<file path="config.mk">
export PLATFORM = sky130hd
export DESIGN_NAME = ex_muldiv_unit
export DESIGN_NICKNAME = d
export VERILOG_FILES = /design/src/rtl/riscv_m_pkg.sv /design/src/rtl/muldiv_abs.sv /design/src/rtl/ex_muldiv_unit.sv
export SDC_FILE = /design/constraint.sdc
export NUM_CORES = 1
export LEC_CHECK = 0
export BUFFER_PORTS_ARGS = -buffer_cell sky130_fd_sc_hd__buf_2
export CORE_ASPECT_RATIO = 0.5
export CORE_MARGIN = 2
export CORE_UTILIZATION = 35
export DETAILED_ROUTE_END_ITERATION = 10
export MAX_ROUTING_LAYER = met4
export PLACE_DENSITY_LB_ADDON = 0.25
export SLEW_MARGIN = 20
export SYNTH_ARGS = -nofsm -noshare
export SYNTH_HDL_FRONTEND = slang
export SYNTH_SLANG_ARGS = --single-unit
</file>
<file path="constraint.sdc">
create_clock -name clk_i -period 16.8 [get_ports clk_i]
set_clock_uncertainty 0.2 [all_clocks]
set_input_delay 3.36 -clock clk_i [delete_from_list [all_inputs] [get_ports clk_i]]
set_output_delay 3.36 -clock clk_i [all_outputs]
set_load 0.05 [all_outputs]
</file>
<file path="src/rtl/riscv_m_pkg.sv">
// Shared RV32M definitions: M-extension funct7, funct3 opcodes and the
// state encoding of the iterative multiply/divide unit.
package riscv_m_pkg;

  localparam logic [6:0] FUNCT7_MULDIV = 7'b0000001;

  localparam logic [2:0] F3_MUL    = 3'b000;
  localparam logic [2:0] F3_MULH   = 3'b001;
  localparam logic [2:0] F3_MULHSU = 3'b010;
  localparam logic [2:0] F3_MULHU  = 3'b011;
  localparam logic [2:0] F3_DIV    = 3'b100;
  localparam logic [2:0] F3_DIVU   = 3'b101;
  localparam logic [2:0] F3_REM    = 3'b110;
  localparam logic [2:0] F3_REMU   = 3'b111;

  typedef enum logic [1:0] {
    ST_IDLE = 2'd0,
    ST_BUSY = 2'd1,
    ST_DONE = 2'd2
  } md_state_e;

endpackage

</file>
<file path="src/rtl/muldiv_abs.sv">
// Conditional two's-complement negate: yields |value| for operands and
// applies the sign fix-up to products, quotients and remainders.
module muldiv_abs #(
  parameter int W = 32
) (
  input  logic [W-1:0] value,
  input  logic         negate,
  output logic [W-1:0] result
);

  assign result = negate ? -value : value;

endmodule

</file>
<file path="src/rtl/ex_muldiv_unit.sv">
// Iterative RV32M multiply/divide unit for the EX stage: one bit per cycle,
// stalls the pipeline front while busy and pulses done_o with result and rd.
module ex_muldiv_unit
  import riscv_m_pkg::*;
#(
  parameter int XLEN  = 32,
  parameter int CNT_W = 6
) (
  input  logic            clk_i,
  input  logic            rst_i,
  input  logic            start_i,
  input  logic [9:0]      funct_i,
  input  logic [XLEN-1:0] rs1_data_i,
  input  logic [XLEN-1:0] rs2_data_i,
  input  logic [4:0]      rd_i,
  input  logic            flush_i,
  output logic            stall_o,
  output logic            done_o,
  output logic [XLEN-1:0] result_o,
  output logic [4:0]      rd_o
);

  md_state_e        state_reg, state_next;
  logic [CNT_W-1:0] cnt_reg;
  logic [2:0]       f3_reg;
  logic [4:0]       rd_reg, rd_out_reg;
  logic [XLEN-1:0]  result_reg;
  logic [XLEN-1:0]  a_mag_reg, b_mag_reg, hi_reg, lo_reg;
  logic             a_neg_reg, b_neg_reg;

  // Accept-side decode of the op currently held in ID/EX
  logic [2:0]      f3_in;
  logic            op_valid, is_div_in, a_signed_in, b_signed_in, a_neg_in, b_neg_in;
  logic            div_zero, div_ovf, special;
  logic [XLEN-1:0] a_mag_in, b_mag_in, special_result;

  assign f3_in       = funct_i[2:0];
  assign op_valid    = start_i && (funct_i[9:3] == FUNCT7_MULDIV) && !flush_i;
  assign is_div_in   = f3_in[2];
  assign a_signed_in = (f3_in == F3_MULH) || (f3_in == F3_MULHSU) ||
                       (f3_in == F3_DIV)  || (f3_in == F3_REM);
  assign b_signed_in = (f3_in == F3_MULH) || (f3_in == F3_DIV) || (f3_in == F3_REM);
  assign a_neg_in    = a_signed_in && rs1_data_i[XLEN-1];
  assign b_neg_in    = b_signed_in && rs2_data_i[XLEN-1];

  muldiv_abs #(.W(XLEN)) u_abs_a (.value(rs1_data_i), .negate(a_neg_in), .result(a_mag_in));
  muldiv_abs #(.W(XLEN)) u_abs_b (.value(rs2_data_i), .negate(b_neg_in), .result(b_mag_in));

  assign div_zero = is_div_in && (rs2_data_i == '0);
  assign div_ovf  = is_div_in && !f3_in[0] && (rs1_data_i == {1'b1, {(XLEN-1){1'b0}}}) &&
                    (rs2_data_i == '1);
  assign special  = div_zero || div_ovf;

  always_comb begin
    special_result = '0;
    if (div_zero) special_result = f3_in[1] ? rs1_data_i : '1;
    else if (!f3_in[1]) special_result = {1'b1, {(XLEN-1){1'b0}}};
  end

  // Multiply step: add multiplicand on multiplier LSB, then shift {hi,lo} right
  logic [XLEN:0]   mul_sum, div_shift, div_trial;
  logic [XLEN-1:0] mul_hi_next, mul_lo_next, div_hi_next, div_lo_next;
  logic            div_ge;

  assign mul_sum     = {1'b0, hi_reg} + (lo_reg[0] ? {1'b0, a_mag_reg} : '0);
  assign mul_hi_next = mul_sum[XLEN:1];
  assign mul_lo_next = {mul_sum[0], lo_reg[XLEN-1:1]};

  // Restoring divide step: hi is the partial remainder, lo shifts dividend out / quotient in
  assign div_shift   = {hi_reg, lo_reg[XLEN-1]};
  assign div_trial   = div_shift - {1'b0, b_mag_reg};
  assign div_ge      = !div_trial[XLEN];
  assign div_hi_next = div_ge ? div_trial[XLEN-1:0] : div_shift[XLEN-1:0];
  assign div_lo_next = {lo_reg[XLEN-2:0], div_ge};

  logic [2*XLEN-1:0] prod_fix;
  logic [XLEN-1:0]   quo_fix, rem_fix, final_result;

  muldiv_abs #(.W(2*XLEN)) u_fix_prod (
    .value({mul_hi_next, mul_lo_next}), .negate(a_neg_reg ^ b_neg_reg), .result(prod_fix));
  muldiv_abs #(.W(XLEN)) u_fix_quo (
    .value(div_lo_next), .negate(a_neg_reg ^ b_neg_reg), .result(quo_fix));
  muldiv_abs #(.W(XLEN)) u_fix_rem (
    .value(div_hi_next), .negate(a_neg_reg), .result(rem_fix));

  always_comb begin
    final_result = '0;
    case (f3_reg)
      F3_MUL:                         final_result = prod_fix[XLEN-1:0];
      F3_MULH, F3_MULHSU, F3_MULHU:   final_result = prod_fix[2*XLEN-1:XLEN];
      F3_DIV, F3_DIVU:                final_result = quo_fix;
      default:                        final_result = rem_fix;
    endcase
  end

  logic cnt_last, finish;
  assign cnt_last = (cnt_reg == CNT_W'(XLEN-1));
  assign finish   = (state_reg == ST_BUSY) && cnt_last && !flush_i;

  always_ff @(posedge clk_i or posedge rst_i) begin
    if (rst_i) state_reg <= ST_IDLE;
    else       state_reg <= state_next;
  end

  always_comb begin
    state_next = state_reg;
    stall_o    = 1'b0;
    done_o     = 1'b0;
    case (state_reg)
      ST_IDLE: begin
        stall_o = op_valid;
        if (op_valid) state_next = special ? ST_DONE : ST_BUSY;
      end
      ST_BUSY: begin
        stall_o = 1'b1;
        if (cnt_last) state_next = ST_DONE;
      end
      ST_DONE: begin
        done_o     = 1'b1;
        state_next = ST_IDLE;
      end
      default: state_next = ST_IDLE;
    endcase
    if (flush_i) state_next = ST_IDLE;
  end

  always_ff @(posedge clk_i or posedge rst_i) begin
    if (rst_i) begin
      cnt_reg    <= '0;
      f3_reg     <= '0;
      rd_reg     <= '0;
      rd_out_reg <= '0;
      result_reg <= '0;
      a_mag_reg  <= '0;
      b_mag_reg  <= '0;
      hi_reg     <= '0;
      lo_reg     <= '0;
      a_neg_reg  <= 1'b0;
      b_neg_reg  <= 1'b0;
    end else if (state_reg == ST_IDLE && op_valid) begin
      cnt_reg   <= '0;
      f3_reg    <= f3_in;
      rd_reg    <= rd_i;
      a_mag_reg <= a_mag_in;
      b_mag_reg <= b_mag_in;
      a_neg_reg <= a_neg_in;
      b_neg_reg <= b_neg_in;
      hi_reg    <= '0;
      lo_reg    <= is_div_in ? a_mag_in : b_mag_in;
      if (special) begin
        result_reg <= special_result;
        rd_out_reg <= rd_i;
      end
    end else if (state_reg == ST_BUSY) begin
      cnt_reg <= cnt_reg + 1'b1;
      hi_reg  <= f3_reg[2] ? div_hi_next : mul_hi_next;
      lo_reg  <= f3_reg[2] ? div_lo_next : mul_lo_next;
      if (finish) begin
        result_reg <= final_result;
        rd_out_reg <= rd_reg;
      end
    end
  end

  assign result_o = result_reg;
  assign rd_o     = rd_out_reg;

endmodule

</file>
After elaboration in Yosys (flattened, before gate mapping). Index checks and enable logic that the tools add are counted.

Reduce and logical (&&, ||, !) cells: 29. Bitwise gates (word level): 1. Add/subtract/negate cells: 8. Equality and inequality tests: 18. Mux-type cells: 35.

Operator list (number): $mux 32 (20); $neg 32->32 (4); $pmux 32 s3 (1); $eq 32x32->1 const B (2); $mux 64 (1); $neg 64->64 (1); $add 32x32->33 (1); $sub 33x32->33 (1); $logic_not 32->1 (1); $mux 5 (4); $eq 3x3->1 const B (4); $mux 6 (2); $logic_and 1x1->1 (11); $eq 3x2->1 const B (3); $mux 2 (4); $eq 7x1->1 const B (1); $add 6x1->6 const B (1); $eq 3x1->1 const B (2); $eq 6x5->1 const B (1); $logic_or 1x1->1 (6); $ne 3x3->1 const B (2); $pmux 2 s2 (1); $reduce_bool 2->1 (2); $logic_not 1->1 (3); other kinds (12) (12).

Register bits: 183. Output and inout bits: 39. Word-level logic and storage cells: 103.

Longest topological paths before layout.
Word-level depth: 9. Mapped depth: 28. Mapped depth without buffers: 24.

Hierarchy. From an unflattened synthesis, not the netlist that was laid out.

Cell total of the unflattened synthesis: 2224. Area, all modules: 17954.7 sq um.

By module, submodules not included: ex_muldiv_unit (instances 1, area each 13432.9 sq um, sequential area each 4579.4 sq um, cells each 1594); muldiv_abs at u_abs_a ... (instances 4, area each 767.0 sq um, sequential area each 0.0 sq um, cells each 108); muldiv_abs at u_fix_prod (instances 1, area each 1453.9 sq um, sequential area each 0.0 sq um, cells each 198).

Least setup slack after synthesis. OpenSTA, ideal clock, no wires.

Kind: input port to output port. Start point: in funct_i[5]. End point: out stall_o. Arrival time: 4.653 ns. Required time: 13.240 ns. Setup slack: 8.587 ns. Cell stages on the path: 5. Path through: nor4b_1 -> and4_1 -> clkbuf_1 -> nor2_1 -> inv_1.

Word-level cells in the longest chain between the ends: 4.

Ends and longest elaborated chain: from (decl) (RTL line ex_muldiv_unit.sv:12) `input logic [9:0] funct_i,`; $eq 7x1->1 (RTL line ex_muldiv_unit.sv:38) `assign op_valid = start_i && (funct_i[9:3] == FUNCT7_MULDIV) && !flush_i;`; $logic_and 1x1->1 (2 in series) (RTL line ex_muldiv_unit.sv:38); $pmux 1 s2 (RTL line ex_muldiv_unit.sv:109) `case (state_reg)`; to (decl) (RTL line ex_muldiv_unit.sv:17) `output logic stall_o,`.

No other way between the ends.

Worst setup path after layout. Same ends and word-level chain as after synthesis.

==> flow_summary_export.csv <==
group,metric,value,unit
timing,drv_slew,0,
global_routing,grt_pass1_wl,112000,µm
die,core,50290,µm²
critical_path,worst_ep_required_time,13.24,ns
critical_path,crit_cells,6,
synthesis,synthesis.area,17830,µm²
die,die_h,163.6,µm
clock_tree,cts-resized-gates,0,
synthesis,ys_top_cells_by_area,"dfrtp_1, o21ai_0, nand2_1",
drt,drc_errors,0,
critical_path,startpoint_type,"input pin",
synthesis,async_flop_share,1.000,
global_routing,track_usage,0.2942,
synthesis,synth_edf_count,0,
placed_design,hpwl,59320,µm
clock_tree,clk_path_buf_depth,2,
synthesis,ys.flop_type,"dfrtp_1",
pwr,internal_power,1005,µW
pwr,pwr-share-comb,0.471,
die,rows,58,
pwr,sequentialPowerShare,0.294,
timing,period_share,0.5081,
clock_tree,cts_root_buf,"clkbuf_16",
critical_path,path_class,"input pin to primary output",
synthesis,synth_seq_cells,183,
global_routing,grt_max_degree,121,
die,die_w,323.2,µm
clock_tree,clk_pin_slew,0.08,ns
run_status,outcome,"finished clean",
timing,finalCriticalPeriod,8.536,ns
timing,tightest_slew,1.035,ns
timing,relSlewSlack,0.2904,
die,start_util,0.3546,
synthesis,avgSynthCellArea,7.524,µm²
drt,drt_first_pass_iters,9,
drt,wl_per_cell,24.88,µm
synthesis,yosysTopAreaCellShare,0.2568,
critical_path,critPathArrivalTime,4.98,ns
run,cap_violations,0,
synthesis,netlist_instances,2370,
cells_and_area,drive_gt1_frac,0.1009,
clock_tree,postCtsHoldBufs,0,
pwr,power.switching,915.2,µW
critical_path,crit_family,"simple AND/OR/NAND/NOR gates",
critical_path,critPathMaxStageDelay,0.61,ns
clock_tree,cts_num_sinks,183,
placed_design,placedCellCount,3046,
pwr,pwr-share-clk,0.235,
pwr,swShare,0.4766,
clock_tree,cts_tree,"built",
critical_path,slowest_stage,"and4_4",
drt,wl,76620,µm
pwr,power.static_leakage,0.008309,µW
placed_design,gp_congestion,1.043,
placed_design,portBuffers,121,
timing,max_freq,117.1,MHz
timing,setup_violations,0,
clock_tree,cts_setup_buffers,0,
critical_path,path_cells,"buf_2 -> nor4b_1 -> and4_4 -> nor2_4 -> inv_1 -> buf_2",
synthesis,syn-num-nets,2526,
cells_and_area,layout.cells.non_filler,3080,
clock_tree,cts_buffers,17,
critical_path,end_kind,"primary output",
timing,setup_tns,0,ns
timing,hold_viol,0,
cells_and_area,syn2layout_area_growth,9.570,%
timing,rsz0062_at_grt,"no",
drt,vias,18780,
drt,drt-initial-drc-count,2456,
synthesis,synth_top_area_cell,"dfrtp_1",
synthesis,netlist-cell-type-count,93,
critical_path,ff2ff_path_depth,24,
global_routing,overflow,0,
clock_tree,clock_latency,0.48,ns
hold_path,holdPathStages,2,
pwr,p_per_area,98.28,nW/µm²
synthesis,yosysWarningCount,0,
die,die-area,52880,µm²
hold_path,min_path_type,"flip-flop to flip-flop",
drt,ant_nets,0,
drt,vias_per_cell,6.097,
global_routing,antenna_found_initial,2,
global_routing,grt_pass1_vias,16740,
synthesis,ys_seq_area_frac,0.2568,
critical_path,cp_max_fo,36,
pwr,vdd_drop_max,50.40,µV
critical_path,crit_top_cell,"buf_2",
cells_and_area,final_nets,2531,
die,io_pins,122,
clock_tree,htreeDepth,4,
critical_path,path_buf_inv,3,
## per-layer routing
layer	up-vias	wire (µm)	global-route usage
met2	1007	30990	0.4103
met3	85	9164	0.08047
met4	0	1612	0.06533
met1	9124	34850	0.4181
met5	-	0	-
li1	8564	-	-
## final timing paths
| kind | startpoint | slack, ns | endpoint |
|---|---|---|---|
| setup / recovery | funct_i[5] | 8.26 | stall_o |
| hold / removal | rd_reg[3]$_DFFE_PP0P_ | 0.27 | rd_reg[3]$_DFFE_PP0P_ |
| setup reg to reg | lo_reg[31]$_DFFE_PP0P_ | 9.16 | result_o[30]$_DFFE_PP0P_ |
| hold reg to reg | rd_reg[3]$_DFFE_PP0P_ | 0.27 | rd_reg[3]$_DFFE_PP0P_ |
| max in group asynchronous | rst_i | 12.02 | hi_reg[16]$_DFFE_PP0P_ |
| min in group asynchronous | rst_i | 2.86 | lo_reg[10]$_DFFE_PP0P_ |
## worst reg2reg max path, stage by stage (launching register included)
cell,delay [ns]
dfrtp_1,0.56
inv_1,0.14
ha_1,0.21
inv_1,0.07
fa_1,0.31
a21o_1,0.19
nand4_1,0.31
a21oi_2,0.46
a2111oi_4,0.17
o21ai_1,0.40
and2_4,0.51
inv_4,0.26
nand2_1,0.14
o21ai_0,0.11
inv_1,0.10
ha_1,0.28
or4b_2,0.71
or3_1,0.41
a211oi_1,0.18
a41oi_1,0.13
o21bai_1,0.31
o21bai_1,0.21
o41ai_1,0.55
xor2_1,0.46
a21boi_1,0.13
## synth_stat cells (7+ instances only)
cell type  instances
xor2_1           101
o221ai_1          30
a22o_1            15
xnor2_1          123
o21bai_1           7
ha_1              71
o41ai_1            9
o21ai_0          254
o211ai_1          27
a31oi_1           30
a211oi_1          19
o21a_1            17
nor3_1            47
nand4_1           31
or3_1             20
or4_1              7
o21ai_1            7
nor4_1            20
nand3_1           39
nor2b_1           13
buf_1             24
a21o_1            21
nand2_1          314
a21oi_1          196
and3_1            17
nor2_1           201
dfrtp_1          183
buf_2             15
o31ai_1           23
and4_1             7
nand2b_1          16
mux2_2            10
mux2i_1           68
inv_1             70
a22oi_1           11
a221oi_1           8
o22ai_1            9
clkbuf_1         119
and2_1            46
## power by group through the flow
stage	clock network (µW)	registers (µW)	logic (µW)
final	451	565	904
after detailed placement	0	572	860
after global routing	468	572	964
after CTS	455	563	866
after floorplan	0	529	611
after global placement	0	571	861
## layout by cell type (no fill, tap or decap), types with 10 or more instances in the layout
cell type | Yosys | routed
a31oi_1 | 30 | 30
nor2b_1 | 13 | 12
nor3_1 | 47 | 46
mux2i_1 | 68 | 68
mux2_2 | 10 | 10
or3_1 | 20 | 20
nor2_1 | 201 | 200
nand3_1 | 39 | 39
o31ai_1 | 23 | 23
o221ai_1 | 30 | 30
o21ai_0 | 254 | 254
and2_1 | 46 | 46
ha_1 | 71 | 71
a211oi_1 | 19 | 19
a22o_1 | 15 | 15
and3_1 | 17 | 17
clkbuf_16 | 0 | 17
nor4_1 | 20 | 20
inv_1 | 70 | 69
o211ai_1 | 27 | 27
xor2_1 | 101 | 100
xnor2_1 | 123 | 122
a22oi_1 | 11 | 11
buf_2 | 15 | 121
a21o_1 | 21 | 21
dfrtp_1 | 183 | 182
buf_4 | 1 | 26
nand4_1 | 31 | 31
nand2_1 | 314 | 314
a21oi_1 | 196 | 195
nand2b_1 | 16 | 15
o21a_1 | 17 | 17
## metrics by stage
stage / hold WS, ns / power [µW] / cell area, µm² / util / setup slack, ns
2_1_floorplan: 0.2358 / 1140 / 17830 / - / 8.268
3_3_place_gp: 0.2518 / 1431 / 18910 / 0.3759 / 8.282
6_report: 0.2716 / 1920 / 19540 / 0.3885 / 8.264
5_1_grt: 0.2931 / 2003 / 19540 / 0.3885 / 8.094
4_1_cts: 0.2779 / 1884 / 19530 / 0.3884 / 8.246
3_5_place_dp: 0.2580 / 1432 / 18910 / 0.3759 / 8.246
## kinds of logic after synthesis
logic type	share of synthesized area
AND/OR/NAND/NOR	0.2191
AO/OA/AOI/OAI	0.2660
buffers and inverters	0.05150
XOR/XNOR	0.1100
flip-flops	0.2568
multiplexers	0.04448
adder cells (fa/ha/maj)	0.05206
## layout make-up
| type | count | area [µm²] |
|---|---|---|
| repair buffers | 147 | 800.8 |
| clock buffers | 17 | 425.4 |
| clock inverters | 15 | 202.7 |
| well taps | 690 | 863.3 |
| flip-flops and latches | 183 | 4583 |
| diodes | 2 | 5.005 |
| inverters | 72 | 280.3 |
| multi-input cells | 1954 | 12380 |
| fillers | 5210 | 30750 |
Note: power is estimated with default switching activity, not from simulation.
